`src/rtl/tlc_pkg.sv`:
```
// Shared traffic-light types: light codes, vehicle-detector FSM states and
// default detector timing constants.
package tlc_pkg;
  typedef enum logic [1:0] {
    LIGHT_RED    = 2'd0,
    LIGHT_YELLOW = 2'd1,
    LIGHT_GREEN  = 2'd2
  } light_t;

  typedef enum logic [1:0] {
    IDLE    = 2'd0,
    REQUEST = 2'd1,
    SERVE   = 2'd2,
    HOLD    = 2'd3
  } det_state_t;

  localparam int DEF_DEBOUNCE_CYCLES = 4;
  localparam int DEF_MIN_HOLD        = 8;
endpackage

```
`src/rtl/sensor_debounce.sv`:
```
// Two-flop synchroniser followed by a level debouncer: a new level is
// accepted only after it persists for DEBOUNCE_CYCLES consecutive cycles.
module sensor_debounce
  import tlc_pkg::*;
#(
  parameter int DEBOUNCE_CYCLES = DEF_DEBOUNCE_CYCLES
) (
  input  logic clk,
  input  logic clear_n,
  input  logic sensor_raw,
  output logic det
);
  localparam int CW = (DEBOUNCE_CYCLES > 1) ? $clog2(DEBOUNCE_CYCLES + 1) : 1;

  logic          sync1;
  logic          s;
  logic [CW-1:0] cnt;

  always_ff @(posedge clk or negedge clear_n) begin
    if (!clear_n) begin
      sync1 <= 1'b0;
      s     <= 1'b0;
      det   <= 1'b0;
      cnt   <= '0;
    end else begin
      sync1 <= sensor_raw;
      s     <= sync1;
      // Any return to the accepted level restarts the qualification window.
      if (s == det) begin
        cnt <= '0;
      end else if (cnt == CW'(DEBOUNCE_CYCLES - 1)) begin
        det <= s;
        cnt <= '0;
      end else begin
        cnt <= cnt + 1'b1;
      end
    end
  end
endmodule

```
`src/rtl/vehicle_detector.sv`:
```
// Country-road vehicle detector: debounced loop input, saturating arrival
// counter, and the request FSM that drives the controller's x input.
module vehicle_detector
  import tlc_pkg::*;
#(
  parameter int DEBOUNCE_CYCLES = DEF_DEBOUNCE_CYCLES,
  parameter int MIN_HOLD        = DEF_MIN_HOLD,
  parameter int COUNT_W         = 8
) (
  input  logic               clk,
  input  logic               clear_n,
  input  logic               sensor_raw,
  input  logic               country_green,
  input  logic               count_clr,
  output logic               x,
  output logic               car_arrived,
  output logic [COUNT_W-1:0] vehicle_count
);
  localparam int HW = (MIN_HOLD > 1) ? $clog2(MIN_HOLD) : 1;

  logic          det;
  logic          det_q;
  logic          rise;
  det_state_t    state;
  logic [HW-1:0] hold;

  sensor_debounce #(.DEBOUNCE_CYCLES(DEBOUNCE_CYCLES)) u_debounce (
    .clk        (clk),
    .clear_n    (clear_n),
    .sensor_raw (sensor_raw),
    .det        (det)
  );

  assign rise = det & ~det_q;

  always_ff @(posedge clk or negedge clear_n) begin
    if (!clear_n) begin
      det_q         <= 1'b0;
      car_arrived   <= 1'b0;
      vehicle_count <= '0;
    end else begin
      det_q       <= det;
      car_arrived <= rise;
      if (count_clr)
        vehicle_count <= '0;
      else if (rise && (vehicle_count != '1))
        vehicle_count <= vehicle_count + 1'b1;
    end
  end

  // x is registered alongside the state so it is high in every non-IDLE state.
  always_ff @(posedge clk or negedge clear_n) begin
    if (!clear_n) begin
      state <= IDLE;
      hold  <= '0;
      x     <= 1'b0;
    end else begin
      case (state)
        IDLE: begin
          if (det) begin
            state <= REQUEST;
            x     <= 1'b1;
          end
        end
        REQUEST: begin
          if (country_green) state <= SERVE;
        end
        SERVE: begin
          if (!det) begin
            state <= HOLD;
            hold  <= HW'(MIN_HOLD - 1);
          end else if (!country_green) begin
            state <= REQUEST;
          end
        end
        HOLD: begin
          // A returning car resumes service before any gap or green-loss exit.
          if (det) begin
            state <= SERVE;
          end else if (!country_green || (hold == '0)) begin
            state <= IDLE;
            x     <= 1'b0;
          end else begin
            hold <= hold - 1'b1;
          end
        end
        default: begin
          state <= IDLE;
          x     <= 1'b0;
        end
      endcase
    end
  end
endmodule

```
`config.mk`:
```
export PLATFORM = sky130hd
export DESIGN_NAME = vehicle_detector
export DESIGN_NICKNAME = d
export VERILOG_FILES = /design/src/rtl/tlc_pkg.sv /design/src/rtl/sensor_debounce.sv /design/src/rtl/vehicle_detector.sv
export SDC_FILE = /design/constraint.sdc
export NUM_CORES = 1
export LEC_CHECK = 0
export ABC_CLOCK_PERIOD_IN_PS = 4950
export CELL_PAD_IN_SITES_DETAIL_PLACEMENT = 1
export CELL_PAD_IN_SITES_GLOBAL_PLACEMENT = 1
export CORE_UTILIZATION = 35
export DETAILED_ROUTE_END_ITERATION = 7
export GPL_TIMING_DRIVEN = 0
export HOLD_SLACK_MARGIN = 0.05
export PLACE_DENSITY_LB_ADDON = 0.25
export SLEW_MARGIN = 40
export SYNTH_ARGS = -nofsm -noshare
export SYNTH_HDL_FRONTEND = slang
export SYNTH_SLANG_ARGS = --single-unit
```
`constraint.sdc`:
```
create_clock -name clk -period 4.95 [get_ports clk]
set_input_delay 0.99 -clock clk [delete_from_list [all_inputs] [get_ports clk]]
set_output_delay 0.99 -clock clk [all_outputs]
set_load 0.05 [all_outputs]
```
==> out/qor.csv, run 1 <==
stage;metric;value;unit
outcome;status;finished with violations;
outcome;violated checks;DRC;
drt;via count;798;
die;Initial Util;0.381;
final_layout;n_diodes;0;
final_layout;commonest non-fill, non-tap cell in the layout;dfrtp_1;
power_and_ir_drop;Pleak;0.537;nW
drt;met1 wire length;949;um
critical_path;slowest stage cell on the critical path;clkdlybuf4s50_1;
critical_path;Setup CP Type;reg -> out;
cts;cell chosen for the clock root;clkbuf_4;
global_route;vias in the first global route;814;
synth;Synth cell types;28;
synth;syn_nets;111;
synth;#FFs+latches synth;22;
final_layout;share of cells above drive strength 1;0.0847;
final_layout;most frequent cells in the layout;dfrtp_1 (22), clkdlybuf4s50_1 (12), nand2_1 (9), a21oi_1 (9), nor2_1 (8);
timing;max_slew headroom;0.643;
drt;drc violations;3;
final_layout;Area growth syn-to-layout;17.3;%
job;Max Cap Viol;0;
critical_path;delay-heaviest family, CP;buffers and inverters;
die;die span in y;57.5;um
global_route;initial antenna violation count;0;
die;Die X;57.5;um
placed_design;Placement Cell Area;1240;um2
timing;Setup Skew;0.00597;ns
timing;Final Critical Period;2.59;ns
critical_path;Bufs and invs on worst path;1;
drt;final antenna-violating net count;0;
timing;Max Slew Vio Count;0;
drt;final WL;2030;um
drt;highest routed metal layer;met4;
power_and_ir_drop;maximum VDD drop;0.000228;V
cts;post-cts hold buffer count;0;
timing;final hold violations;0;
placed_design;Port Buffers;13;
timing;unrepaired setup endpoints after global routing;no;
critical_path;cell chain of the critical path;clkdlybuf4s50_1;
timing;Final TNS setup;0;ns
power_and_ir_drop;pwr/cell area;439;nW/um2
critical_path;Max stage delay on crit path;0.84;ns
drt;met3 wire len;77;um
global_route;global-route wire length before repair;3560;um
placed_design;routability cong.;0.720;
cts;Worst-path clk slew;0.12;ns
drt;met2 WL;991;um
final_layout;Final Instance Area;1260;um2
cts;CTS H-tree lvls;1;
synth;mapped cell area;1080;um2
timing;maximum clock rate;386;MHz
cts;CTS Sinks;22;
synth;Syn Inst Count;102;
drt;drt via density;5.36;
synth;sequential-to-total area share from yosys stat;0.511;
critical_path;Critical Path End Type;output port;
critical_path;CP required;3.96;ns
global_route;total gr overflow;0;
cts;Max clock buf depth;2;
cts;CTS tree;built;
critical_path;Crit Path Max Fanout;6;
synth;Syn Area/Cell;10.6;um2
global_route;largest net degree at the start of global routing;23;
hold_path;Hold WC Path Type;reg -> reg;
timing;crit share post-route;0.523;
die;die area;3300;um2
power_and_ir_drop;post-layout power;555;uW
drt;first drt pass iteration count;7;
timing;Final setup violation count;0;
cts;# Post-CTS Setup Buffers;0;
final_layout;nets@finish;129;
drt;routed len/inst;13.7;um
die;core area;2830;um2
cts;Clock Latency Late Sink;0.30;ns
critical_path;Critical Path AT;1.60;ns
drt;DR iter-0 viols;15;
timing;Worst Tran Pin Value;0.528;ns
cts;total CTS buffers;3;
placed_design;DP HPWL;1470;um
critical_path;Startpoint Class;flip-flop;
global_route;GRT Util Overall;0.139;
timing;final hold slack;0.375;ns
die;io pins;15;
synth;Yosys warnings;0;
die;site row count;19;
cts;Post-CTS Resized;0;
==> worst paths after layout <==
kind | to | from | slack [ns] | depth (start not counted)
min in group asynchronous | car_arrived | clear_n | 0.63 | 1
max in group asynchronous | u_debounce.cnt[2] | clear_n | 3.98 | 1
min reg2reg | u_debounce.s | u_debounce.sync1 | 0.37 | 0
min | u_debounce.s | u_debounce.sync1 | 0.37 | 0
max | vehicle_count[4] | vehicle_count[4] | 2.36 | 1
max reg2reg | hold[2] | hold[0] | 3.20 | 7
==> area by class of cell <==
type                            instances  area, um2
Inverter                                6       22.5
Buffer                                  4       23.8
Tap cell                               31       38.8
Sequential cell                        22        551
Clock buffer                            3       22.5
Timing Repair Buffer                   13        125
Multi-Input combinational cell         70        480
Fill cell                             334       1570
==> through the flow <==
stage / instances / setup slack [ns] / utilization
2_1_floorplan: 102 / 3.11 / -
3_3_place_gp: 146 / 2.45 / 0.441
3_5_place_dp: 146 / 2.40 / 0.439
4_1_cts: 149 / 2.34 / 0.447
5_1_grt: 149 / 2.29 / 0.447
6_report: 149 / 2.36 / 0.447
==> power by group <==
group,switching [mW],internal [mW],leakage (nW)
logic,0.137,0.0804,0.244
clock network,0.0526,0.0284,0.0138
registers,0.0337,0.223,0.279
total,0.223,0.331,0.537
==> registers in the layout, indices dropped and copies added, names as in the netlist <==
signal and flops:
u_debounce.det 1, state 2, x 1, det_q 1, u_debounce.sync1 1, car_arrived 1
u_debounce.s 1, hold 3, u_debounce.cnt 3, vehicle_count 8
==> synthesized netlist by cell type <==
master / n / share of area
xor2_1: 1 / 0.0081
clkbuf_1: 1 / 0.0035
xnor2_1: 4 / 0.033
a211oi_1: 3 / 0.021
mux2i_1: 1 / 0.0093
nand2b_1: 1 / 0.0058
nor3_1: 5 / 0.023
nor2_1: 8 / 0.028
buf_2: 1 / 0.0046
nor2b_1: 4 / 0.023
buf_1: 1 / 0.0035
a2111oi_4: 2 / 0.051
dfrtp_1: 22 / 0.51
nand3_1: 2 / 0.0093
and4_1: 2 / 0.016
nor3b_1: 2 / 0.014
and4b_1: 1 / 0.0093
nor4bb_1: 1 / 0.0093
buf_6: 1 / 0.010
a211o_2: 1 / 0.0093
o21ai_0: 7 / 0.033
nand4b_1: 1 / 0.0081
inv_1: 6 / 0.021
nand4_1: 1 / 0.0058
and3_4: 1 / 0.010
nand2_1: 9 / 0.031
ha_1: 4 / 0.046
a21oi_1: 9 / 0.042
==> cell families after synthesis <==
kind of cell,Yosys count,share of synthesized area
mux,1,0.00929
buf+inv,10,0.0430
fa+ha+maj,4,0.0465
compound gates,22,0.156
simple gates,38,0.194
xor+xnor,5,0.0406
flops,22,0.511
==> routing by layer <==
metal,up-vias,GRT usage
met4,0,0.0209
met5,-,0
li1,390,-
met3,2,0.0408
met1,393,0.168
met2,13,0.249
Note: power is estimated with default switching activity, not from simulation.
==> run 2, diff against run 1 <==
--- a/config.mk
+++ b/config.mk
@@ -5,7 +5,7 @@
 export SDC_FILE = /design/constraint.sdc
 export NUM_CORES = 1
 export LEC_CHECK = 0
-export ABC_CLOCK_PERIOD_IN_PS = 4950
+export ABC_CLOCK_PERIOD_IN_PS = 2570
 export CELL_PAD_IN_SITES_DETAIL_PLACEMENT = 1
 export CELL_PAD_IN_SITES_GLOBAL_PLACEMENT = 1
 export CORE_UTILIZATION = 35
==> constraint.sdc (replaced) <==
create_clock -name clk -period 2.57 [get_ports clk]
set_input_delay 0.514 -clock clk [delete_from_list [all_inputs] [get_ports clk]]
set_output_delay 0.514 -clock clk [all_outputs]
set_load 0.05 [all_outputs]
==> results of run 2 <==
Same layout as run 1 (identical final DEF). Status: finished with violations: DRC.
Main changes from that run: setup slack after placement 2.40 ns -> 0.491 ns; setup slack after layout 2.36 ns -> 0.457 ns; hold slack 0.375 ns -> 0.152 ns; register-to-register setup slack 3.20 ns -> 0.82 ns; total power 0.555 mW -> 1.07 mW; worst IR drop on VDD 0.000228 V -> 0.000440 V
